$ cat src/rtl/ps2_scancode_ctrl.sv
// rtl/ps2_scancode_ctrl.sv - PS/2 Set-2 prefix sequencer with FWFT event FIFO and status reporting.
// Optional build macro PS2_SEQ_TIMEOUT_EN adds a prefix-to-code timeout.
module ps2_scancode_ctrl #(
    parameter int FIFO_DEPTH     = 8,
    parameter int TIMEOUT_CYCLES = 50000
) (
    input  logic                          clock,
    input  logic                          reset,
    input  logic                          rx_valid,
    input  logic [7:0]                    rx_data,
    output logic                          ev_valid,
    input  logic                          ev_ready,
    output logic                          ev_ext,
    output logic                          ev_brk,
    output logic [7:0]                    ev_code,
    output logic [$clog2(FIFO_DEPTH):0]   fifo_count,
    output logic                          status_valid,
    output logic [7:0]                    status_byte,
    output logic                          overflow,
    output logic                          proto_err,
    input  logic                          clear_status
);
    localparam int AW = $clog2(FIFO_DEPTH);
    localparam int CW = AW + 1;

    typedef enum logic [1:0] {IDLE, GOT_E0, GOT_F0, GOT_E0F0} state_t;

    state_t          state_q, state_d, cur_state;
    logic            rx_valid_q, rx_valid_d;
    logic [9:0]      mem_q [FIFO_DEPTH];
    logic [9:0]      mem_d [FIFO_DEPTH];
    logic [AW-1:0]   wr_ptr_q, wr_ptr_d, rd_ptr_q, rd_ptr_d;
    logic [CW-1:0]   count_q, count_d;
    logic            status_valid_q, status_valid_d;
    logic [7:0]      status_byte_q, status_byte_d;
    logic            overflow_q, overflow_d;
    logic            proto_err_q, proto_err_d;

    logic            rise, is_pfx, is_sts, is_key, timeout;
    logic            push, do_push, pop, full, err_set, sts_pulse;
    logic [9:0]      push_data, head;

    assign rise   = rx_valid & ~rx_valid_q;
    assign is_pfx = (rx_data == 8'hE0) || (rx_data == 8'hF0);
    assign is_sts = (rx_data == 8'hAA) || (rx_data == 8'hFA) || (rx_data == 8'hEE) ||
                    (rx_data == 8'hFE) || (rx_data == 8'h00) || (rx_data == 8'hFF);
    assign is_key = ~is_pfx & ~is_sts;

`ifdef PS2_SEQ_TIMEOUT_EN
    localparam int TW = $clog2(TIMEOUT_CYCLES + 1);
    logic [TW-1:0] tmo_cnt_q, tmo_cnt_d;

    assign timeout = (state_q != IDLE) && (tmo_cnt_q == TW'(TIMEOUT_CYCLES - 1));

    always_comb begin
        tmo_cnt_d = tmo_cnt_q + TW'(1);
        if (state_d == IDLE || rise) begin
            tmo_cnt_d = '0;
        end
    end

    always_ff @(posedge clock or posedge reset) begin
        if (reset) begin
            tmo_cnt_q <= '0;
        end else begin
            tmo_cnt_q <= tmo_cnt_d;
        end
    end
`else
    localparam int unused_timeout_cycles = TIMEOUT_CYCLES;
    assign timeout = 1'b0;
`endif

    // A timeout in the same cycle as a rise makes the byte start from IDLE.
    assign cur_state = timeout ? IDLE : state_q;

    always_comb begin
        state_d   = cur_state;
        push      = 1'b0;
        push_data = 10'd0;
        err_set   = timeout;
        sts_pulse = 1'b0;
        if (rise) begin
            sts_pulse = is_sts;
            case (cur_state)
                IDLE: begin
                    if (rx_data == 8'hE0) begin
                        state_d = GOT_E0;
                    end else if (rx_data == 8'hF0) begin
                        state_d = GOT_F0;
                    end else if (is_key) begin
                        push      = 1'b1;
                        push_data = {2'b00, rx_data};
                    end
                end
                GOT_E0: begin
                    if (rx_data == 8'hF0) begin
                        state_d = GOT_E0F0;
                    end else if (rx_data == 8'hE0) begin
                        state_d = GOT_E0;
                    end else if (is_key) begin
                        push      = 1'b1;
                        push_data = {2'b10, rx_data};
                        state_d   = IDLE;
                    end else begin
                        err_set = 1'b1;
                        state_d = IDLE;
                    end
                end
                GOT_F0: begin
                    state_d = IDLE;
                    if (is_key) begin
                        push      = 1'b1;
                        push_data = {2'b01, rx_data};
                    end else begin
                        err_set = 1'b1;
                    end
                end
                default: begin
                    state_d = IDLE;
                    if (is_key) begin
                        push      = 1'b1;
                        push_data = {2'b11, rx_data};
                    end else begin
                        err_set = 1'b1;
                    end
                end
            endcase
        end
    end

    assign full    = (count_q == CW'(FIFO_DEPTH));
    assign pop     = ev_valid & ev_ready;
    assign do_push = push & (~full | pop);

    always_comb begin
        rx_valid_d     = rx_valid;
        mem_d          = mem_q;
        wr_ptr_d       = wr_ptr_q;
        rd_ptr_d       = rd_ptr_q;
        count_d        = count_q + CW'(do_push) - CW'(pop);
        status_valid_d = sts_pulse;
        status_byte_d  = sts_pulse ? rx_data : status_byte_q;
        overflow_d     = (push & full & ~pop) | (overflow_q & ~clear_status);
        proto_err_d    = err_set | (proto_err_q & ~clear_status);
        if (do_push) begin
            mem_d[wr_ptr_q] = push_data;
            wr_ptr_d        = wr_ptr_q + AW'(1);
        end
        if (pop) begin
            rd_ptr_d = rd_ptr_q + AW'(1);
        end
    end

    always_ff @(posedge clock or posedge reset) begin
        if (reset) begin
            state_q        <= IDLE;
            rx_valid_q     <= 1'b1;
            for (int i = 0; i < FIFO_DEPTH; i++) begin
                mem_q[i] <= 10'd0;
            end
            wr_ptr_q       <= '0;
            rd_ptr_q       <= '0;
            count_q        <= '0;
            status_valid_q <= 1'b0;
            status_byte_q  <= 8'd0;
            overflow_q     <= 1'b0;
            proto_err_q    <= 1'b0;
        end else begin
            state_q        <= state_d;
            rx_valid_q     <= rx_valid_d;
            mem_q          <= mem_d;
            wr_ptr_q       <= wr_ptr_d;
            rd_ptr_q       <= rd_ptr_d;
            count_q        <= count_d;
            status_valid_q <= status_valid_d;
            status_byte_q  <= status_byte_d;
            overflow_q     <= overflow_d;
            proto_err_q    <= proto_err_d;
        end
    end

    assign ev_valid     = (count_q != '0);
    assign head         = mem_q[rd_ptr_q];
    assign ev_ext       = ev_valid & head[9];
    assign ev_brk       = ev_valid & head[8];
    assign ev_code      = ev_valid ? head[7:0] : 8'd0;
    assign fifo_count   = count_q;
    assign status_valid = status_valid_q;
    assign status_byte  = status_byte_q;
    assign overflow     = overflow_q;
    assign proto_err    = proto_err_q;

endmodule

$ cat config.mk
export PLATFORM = sky130hd
export DESIGN_NAME = ps2_scancode_ctrl
export DESIGN_NICKNAME = d
export VERILOG_FILES = /design/src/rtl/ps2_scancode_ctrl.sv
export SDC_FILE = /design/constraint.sdc
export NUM_CORES = 1
export LEC_CHECK = 0
export BUFFER_PORTS_ARGS = -buffer_cell sky130_fd_sc_hd__buf_4
export CAP_MARGIN = 15
export CORE_MARGIN = 10
export CORE_UTILIZATION = 62
export CTS_BUF_LIST = sky130_fd_sc_hd__clkbuf_4
export DETAILED_ROUTE_END_ITERATION = 6
export GPL_TIMING_DRIVEN = 0
export PLACE_DENSITY_LB_ADDON = 0.2
export SLEW_MARGIN = 15
export SYNTH_ARGS = -nofsm -noshare
export SYNTH_HDL_FRONTEND = slang
export SYNTH_SLANG_ARGS = --single-unit
$ cat constraint.sdc
create_clock -name clock -period 4.9 [get_ports clock]
set_clock_uncertainty 0.2 [all_clocks]
set_input_delay 0.98 -clock clock [delete_from_list [all_inputs] [get_ports clock]]
set_output_delay 0.98 -clock clock [all_outputs]
set_load 0.05 [all_outputs]
==> run summary, run 1 <==
The area fraction in and, or, nand and nor cells after synthesis works out to 6.84%. Yosys mapped a number of flops with a built-in enable equal to 0. The number of warning messages in the yosys log was 0; the instance count of the mapped netlist was 345.

The maximum vdd ir drop was 518 µV. The signal on the critical path passes through buf_1, buf_1, mux4_2, mux2i_1, nor2_1, buf_4. The cell type with the highest occurrence count on the critical path was sky130_fd_sc_hd__buf_1. Mean instance size in the synthesized netlist: 14.4 µm².

The number of clock buffers added by TritonCTS is 9. The horizontal die dimension is 110 µm. The logs give 12000 µm² for the die outline area and 3 for the total number of H-tree levels.

After detailed routing, the average wire length per cell comes to 20.2 µm. The detail route stage leaves a number of antenna-violating nets equal to 0. The area share of the leading cell type in the synthesized netlist works out to 51.8%.

For this design, the CTS-stage hold fixing added 0 buffers. For the cell area reported after detailed placement, the log shows 5420 µm². After the flow finishes, the layout carries non-filler instances totaling 502. The first global-routing pass estimated 16700 µm of wire. STA classifies the critical path endpoint as a primary output. The tools report the count of vias placed by the detailed router as 2964. In the final layout, the share of cells above drive strength 1 is 43.3%.

The flow ran to the end, and the final reports show no timing, DRC or antenna violations. After detailed routing, the number of remaining DRC violations is 0. The via count of the first global-routing pass is 3111, and the number of DRC markers after the initial detailed-route iteration is 153. After synthesis, the netlist uses 44 different library cells. Measured against its own limit, the worst slew margin works out to 35.0%. The total power divided by cell area is 601 nW/µm². After clock tree synthesis, the clock-pin slew on the worst setup and hold paths is 0.15 ns.

The minimum clock period was 4.29 ns. Buffers placed on the I/O ports in this run total 38. The post-placement worst setup slack is 1.10 ns, and the multiplexer area fraction after synthesis is 32.2%. For the max capacitance violation total, the log shows 0. For the pin with the worst max-slew slack, the measured transition is 0.975 ns.

The setup fix buffers added after clock tree synthesis was 0. Along the worst path, the maximum fanout reaches 10. The analysis attributes to cell leakage a power of 0.00263 µW. The biggest area contributor in the post-synthesis netlist is sky130_fd_sc_hd__dfrtp_1.

Summing the areas of all compound-gate instances in the mapped netlist gives 2.01% of the synthesized area. The slowest stage of the critical path is the sky130_fd_sc_hd__buf_1 cell. For this run, the detailed router's first-pass iteration total came to 4. In the post-synthesis netlist, the biggest area contributors are sky130_fd_sc_hd__dfrtp_1, sky130_fd_sc_hd__mux2_2, sky130_fd_sc_hd__mux4_2. Setup repair after global routing left no endpoint under its margin. The logs give 18.2% for the overall global routing resource usage and 7770 µm² for the core box area. Summing the areas of all fa, ha and maj instances in the mapped netlist gives 2.41% of the synthesized area. The area growth from synthesis to layout is 11.4%. After synthesis, flip-flops and latches occupy 52.3% of the total area. Counting tap cells, the placed design contains a total of 486 instances.

The initial utilization of the core area, before any placement, comes to 64.1%. The tools report the maximum number of pins on one net before global-route repair as 81. The number of nets in the synthesized netlist is 367. The later pin in the worst-skew pair is clocked with a latency of 0.45 ns. The global placer's final weighted congestion is 0.748, and the number of I/O pins is 39. The average vias per placed instance came out at 5.90. Of all flip-flops after synthesis, the portion carrying an async set or reset was 100%. For this run, the post-layout net count is 417. After routing the design area is 5550 µm². Across all setup checks in the final design, the least slack found is 0.615 ns. The worst hold path belongs to the class in -> async. For the post-DP HPWL, the log shows 6930 µm. The maximum count of clock buffers along a single path was 2; the routed wire length was 10100 µm. For the worst setup path, the data arrival time is 3.11 ns. Once the clock tree was built, the resizer swapped 0 gates to a different size. After floorplanning, the core was divided into 32 placement rows. Counting the fill cells in the layout gives 555. The largest single stage delay on the critical path is 0.66 ns. 0 antenna diodes ended up in the layout. The die extent in y was 110 µm; the number of hold violations in the final report was 0. The period utilization was 87.5%. The flip-flop cell with the highest count after synthesis was sky130_fd_sc_hd__dfrtp_1.

The synthesized netlist occupies a cell area of 4980 µm². TritonCTS built the clock tree. The synthesized-area fraction occupied by xor and xnor cells was 1.06%; the number of antenna violations at the first check in global routing was 0. For this run, the top clock speed supported by timing is 233 MHz.

The leftover overflow at the end of global routing came out at 0. The category of the most critical setup path is reg -> out. At the worst endpoint, the required time is 3.72 ns. The tree is rooted in a sky130_fd_sc_hd__clkbuf_4.

STA classifies the critical path startpoint as a flip-flop. The run gives 0 as the max-slew violation count. Counting every sink on the clock net gives 104. The largest family of logic cells by synthesized area is multiplexers. The number of flip-flops and latches in the synthesized netlist is 104, and the count of endpoints failing setup in the final report is 0.
==> state kept, by name (all words and copies together), names as in the netlist <==
signal,cells
cur_state,2
fifo_count,4
mem_q,80
overflow,1
proto_err,1
rd_ptr_q,3
rx_valid_q,1
status_byte,8
status_valid,1
wr_ptr_q,3
==> synth_stat cells (3+ instances only) <==
cell / number
sky130_fd_sc_hd__dfrtp_1: 103
sky130_fd_sc_hd__nor3b_1: 3
sky130_fd_sc_hd__buf_1: 7
sky130_fd_sc_hd__xnor2_1: 5
sky130_fd_sc_hd__inv_1: 12
sky130_fd_sc_hd__mux4_2: 20
sky130_fd_sc_hd__and3_1: 4
sky130_fd_sc_hd__nor2_1: 14
sky130_fd_sc_hd__nand2_1: 11
sky130_fd_sc_hd__mux2_1: 8
sky130_fd_sc_hd__mux2_4: 10
sky130_fd_sc_hd__mux2_2: 72
sky130_fd_sc_hd__mux2i_1: 10
sky130_fd_sc_hd__nand4_2: 4
sky130_fd_sc_hd__and4_1: 3
sky130_fd_sc_hd__buf_2: 4
sky130_fd_sc_hd__nand3_1: 4
sky130_fd_sc_hd__ha_1: 8
sky130_fd_sc_hd__buf_6: 3
sky130_fd_sc_hd__clkbuf_1: 9
==> metrics by stage <==
stage               TNS (ns)  utilization [%]  total power, µW  hold WS (ns)
floorplan                  0                -             2550         0.253
global placement      -13.85             69.4             2910         0.264
detailed placement         0             69.8             2970         0.278
CTS                        0             71.4             3370         0.242
global route               0             71.4             3550         0.227
finish                     0             71.4             3330         0.257
==> cell type report <==
type	count	area [µm²]	area share [%]
timing repair buffer	39	313	5.64
multi-input combinational	206	2210	39.9
tap	102	128	2.30
clock buffer	9	67.6	1.22
buffer	23	114	2.05
sequential	104	2600	46.9
clock inverter	7	56.3	1.02
inverter	12	50.0	0.902
==> where the power goes <==
part	internal, µW	leakage, µW	switching, µW	total, µW
sequential	1170	0.00135	179	1350
clock	108	0.0000552	288	397
combinational	735	0.00122	849	1580
==> kinds of logic after synthesis <==
group | count (synthesis)
compound gates | 13
flops | 104
simple gates | 58
buf+inv | 35
xor+xnor | 6
fa+ha+maj | 9
mux | 120
==> cell usage in the layout (no fill, tap or decap), types with 9 or more instances in the layout <==
cell type,instances
sky130_fd_sc_hd__buf_4,38
sky130_fd_sc_hd__clkbuf_1,9
sky130_fd_sc_hd__clkbuf_4,9
sky130_fd_sc_hd__dfrtp_1,103
sky130_fd_sc_hd__inv_1,11
sky130_fd_sc_hd__mux2_2,72
sky130_fd_sc_hd__mux2_4,10
sky130_fd_sc_hd__mux2i_1,10
sky130_fd_sc_hd__mux4_2,20
sky130_fd_sc_hd__nand2_1,11
sky130_fd_sc_hd__nor2_1,14
==> final timing paths <==
check / from / endpoint / depth (start not counted) / slack [ns]
min in group clock: mem_q[47] / mem_q[47] / 1 / 0.31
max in group asynchronous: reset / mem_q[30] / 3 / 3.60
min: reset / mem_q[39] / 2 / 0.26
min reg2reg: mem_q[47] / mem_q[47] / 1 / 0.31
max reg2reg: fifo_count[2] / fifo_count[2] / 12 / 2.00
max: rd_ptr_q[1] / ev_code[5] / 6 / 0.61
==> critical path, delay by kind of cell, from the launching register on <==
family,cells,cell delay [ns]
buf+inv,3,1.49
mux,2,0.62
flops,1,0.48
simple gates,1,0.06
==> per-layer routing <==
| layer | routed length (µm) | part of all wire, % | GRT usage (%) | up-vias |
|---|---|---|---|---|
| li1 | - | - | - | 1352 |
| met1 | 4660 | 46 | 24.3 | 1535 |
| met2 | 4780 | 47 | 28.4 | 62 |
| met3 | 595 | 5.9 | 5.44 | 15 |
| met4 | 117 | 1.2 | 4.55 | 0 |
| met5 | 0 | 0 | 0 | - |
Note: power is estimated with default switching activity, not from simulation.
==> run 2: changes to the inputs <==
--- a/config.mk
+++ b/config.mk
@@ -8,7 +8,7 @@
 export BUFFER_PORTS_ARGS = -buffer_cell sky130_fd_sc_hd__buf_4
 export CAP_MARGIN = 15
 export CORE_MARGIN = 10
-export CORE_UTILIZATION = 62
+export CORE_UTILIZATION = 56
 export CTS_BUF_LIST = sky130_fd_sc_hd__clkbuf_4
 export DETAILED_ROUTE_END_ITERATION = 6
 export GPL_TIMING_DRIVEN = 0
==> run 2 against run 1 <==
Compared with the run above: sequential cell count stayed put; routed wire length is 2.1% higher; final cell count grew 1.2%; critical path type unchanged; critical endpoint unchanged.
==> run summary, run 2 (synthesis gave the netlist of run 1 again) <==
The logs give 5430 µm² (was 5420 µm²) for the cell area reported after detailed placement and 6860 µm (was 6930 µm) for the post-DP HPWL. The tools report the count of vias placed by the detailed router as 2921 (was 2964). The tools report the overall global routing resource usage as 16.6% (was 18.2%).

The number of hold violations in the final report was 0 (unchanged); the clock network latency to the later pin of the worst-skew pair was 0.45 ns (about the same). The category of the most critical setup path is reg -> out (unchanged). The core box area was 8680 µm² (was 7770 µm²). Commonest cells after routing, fill and taps aside: sky130_fd_sc_hd__dfrtp_1, sky130_fd_sc_hd__mux2_2, sky130_fd_sc_hd__buf_4, sky130_fd_sc_hd__mux4_2, sky130_fd_sc_hd__nor2_1 (unchanged). Maximum number of pins on one net before global-route repair: 61 (was 81). The data required time at the worst endpoint was 3.72 ns (about the same); the cell area after layout was 5590 µm² (was 5550 µm²). The tools report the normalized max-slew margin as 38.4% (was 35.0%). The number of antenna violations at the first check in global routing came out at 0 (unchanged).

The transition at the pin with the smallest max-transition slack was 0.924 ns (was 0.975 ns); the count of buffers inserted at the top-level ports was 38 (unchanged). The run gives 13100 µm² (was 12000 µm²) as the die outline area. The number of nets in the finished design was 417 (unchanged).

The tools report the leftover overflow at the end of global routing as 0 (unchanged). The capturing element type of the critical path was a primary output (unchanged). The category of the worst setup path launch point is a flip-flop (unchanged). The first-pass GRT wire length was 16900 µm (was 16700 µm). The tools report the maximum clock rate as 229 MHz (was 233 MHz). Number of clock buffers inserted by TritonCTS: 9 (unchanged). TritonCTS built the clock tree.

Clock root buffer: sky130_fd_sc_hd__clkbuf_4 (unchanged). The tools report the effective utilization at floorplan as 57.4% (was 64.1%). The run gives 0 (unchanged) as the max capacitance violation total. For the worst hold slack, the log shows 0.304 ns (was 0.257 ns). The count of instances resized after the clock tree is built is 0 (unchanged), and the period utilization is 89.0% (was 87.5%). The site row count was 34 (was 32); the synthesis-to-finish area growth was 12.3% (was 11.4%).

The run gives 508 (was 502) as the count of non-filler cells in the finished layout. The average wire per cell in the routed design is 20.4 µm (was 20.2 µm), and the total number of H-tree levels is 3 (unchanged). The global placer's final weighted congestion is 0.728 (was 0.748).

The logs give 0 (unchanged) for the max-slew violation count and 492 (was 486) for the total placed cells including tap cells. The run finished with clean final reports. The logs give 0 (unchanged) for the setup fix buffers added after clock tree synthesis and 3064 (was 3111) for the via count of the first global-routing pass.

Maximum count of clock buffers along a single path: 2 (unchanged). The path class of the lowest-slack min-delay path was reg -> reg (was in -> async). The number of clock sinks is 104 (unchanged). The number of flip-flops in the largest register was 80 (unchanged); the minimum clock period was 4.36 ns (was 4.29 ns). The fraction of final layout cells sized beyond drive strength 1 works out to 43.3% (unchanged). The diode insertion count for antenna repair was 0 (unchanged); the number of I/O pins was 39 (unchanged).

The count of endpoints failing setup in the final report was 0 (unchanged); the final critical-path setup slack was 0.540 ns (was 0.615 ns). The run gives 10400 µm (was 10100 µm) as the routed wire length. The top fanout value on the critical path works out to 10 (unchanged).

Setup repair after global routing left no endpoint under its margin. The die extent in y was 114 µm (was 110 µm). The total power divided by cell area is 614 nW/µm² (was 601 nW/µm²), and the static power due to leakage is 0.00266 µW (was 0.00263 µW). Post-placement worst setup slack: 1.02 ns (was 1.10 ns). The horizontal die dimension was 114 µm (was 110 µm); the iteration count of the initial detailed-routing pass was 4 (unchanged). The remaining design rule violation count was 0 (unchanged). The most flop-heavy register was mem_q (unchanged).

The number of nets with antenna violations after routing was 0 (unchanged); the number of buffers added to fix hold violations after cts was 0 (unchanged). The data arrival at the endpoint of the critical path was 3.18 ns (was 3.11 ns); the average vias per placed instance was 5.75 (was 5.90). The run gives 408 µV (was 518 µV) as the maximum vdd ir drop. Most common cell after layout, fill and taps aside: sky130_fd_sc_hd__dfrtp_1 (unchanged).

The tools report the number of fill cells in the layout as 696 (was 555). The number of DRC markers after the initial detailed-route iteration came out at 120 (was 153). The clock-pin slew of the registers on the worst-case setup and hold paths is 0.15 ns (about the same).
## run 2: cell count changes in the layout (fill, tap and decap cells not counted)
cell | before | now
sky130_fd_sc_hd__clkinvlp_4 | 4 | 0
sky130_fd_sc_hd__bufinv_16 | 0 | 2
sky130_fd_sc_hd__clkbuf_4 | 9 | 10
sky130_fd_sc_hd__clkinv_2 | 0 | 3
sky130_fd_sc_hd__inv_6 | 3 | 1
## run 2: power by group
| group | internal (µW) | total, µW | switching, µW |
|---|---|---|---|
| Clock | 212 | 492 | 281 |
| Combinational | 733 | 1590 | 854 |
| Sequential | 1170 | 1350 | 177 |
| Total | 2120 | 3430 | 1310 |
## run 2: through the flow
stage	power, µW	util (%)	setup TNS, ns
3_3_place_gp	2910	62.2	-19.81
5_1_grt	3630	64.4	0
2_1_floorplan	2550	-	0
3_5_place_dp	2980	62.6	0
4_1_cts	3460	64.4	0
6_report	3430	64.4	0
## run 2: layout make-up
cell class	instances	area (µm²)	share of cell area [%]
tap	108	135	2.42
timing repair buffer	39	313	5.60
inverter	12	50.0	0.895
clock buffer	10	75.1	1.34
sequential	104	2600	46.6
buffer	23	114	2.04
multi-input combinational	206	2210	39.6
clock inverter	6	83.8	1.50
## run 2: worst max-delay path, stage by stage (launching register included)
cell                      delay (ns)
sky130_fd_sc_hd__dfrtp_1        0.49
sky130_fd_sc_hd__buf_1          0.68
sky130_fd_sc_hd__buf_1          0.65
sky130_fd_sc_hd__mux4_2         0.41
sky130_fd_sc_hd__mux2i_1        0.21
sky130_fd_sc_hd__nor2_1         0.07
sky130_fd_sc_hd__buf_4          0.21
## run 2: path summary, 6_finish.rpt
path | from | end | slack [ns] | depth (start not counted)
worst max-delay path | rd_ptr_q[1] | ev_code[5] | 0.54 | 6
worst min-delay path | mem_q[46] | mem_q[46] | 0.30 | 1
worst max register to register | fifo_count[2] | fifo_count[2] | 1.96 | 12
worst min register to register | mem_q[46] | mem_q[46] | 0.30 | 1
max in group asynchronous | reset | mem_q[2] | 3.55 | 3
min in group asynchronous | reset | mem_q[9] | 0.32 | 2
## run 2: routing by layer
metal	wire (µm)	GRT usage (%)
met1	5000	22.4
met2	4700	25.4
met3	548	5.29
met4	109	3.93
met5	0	0
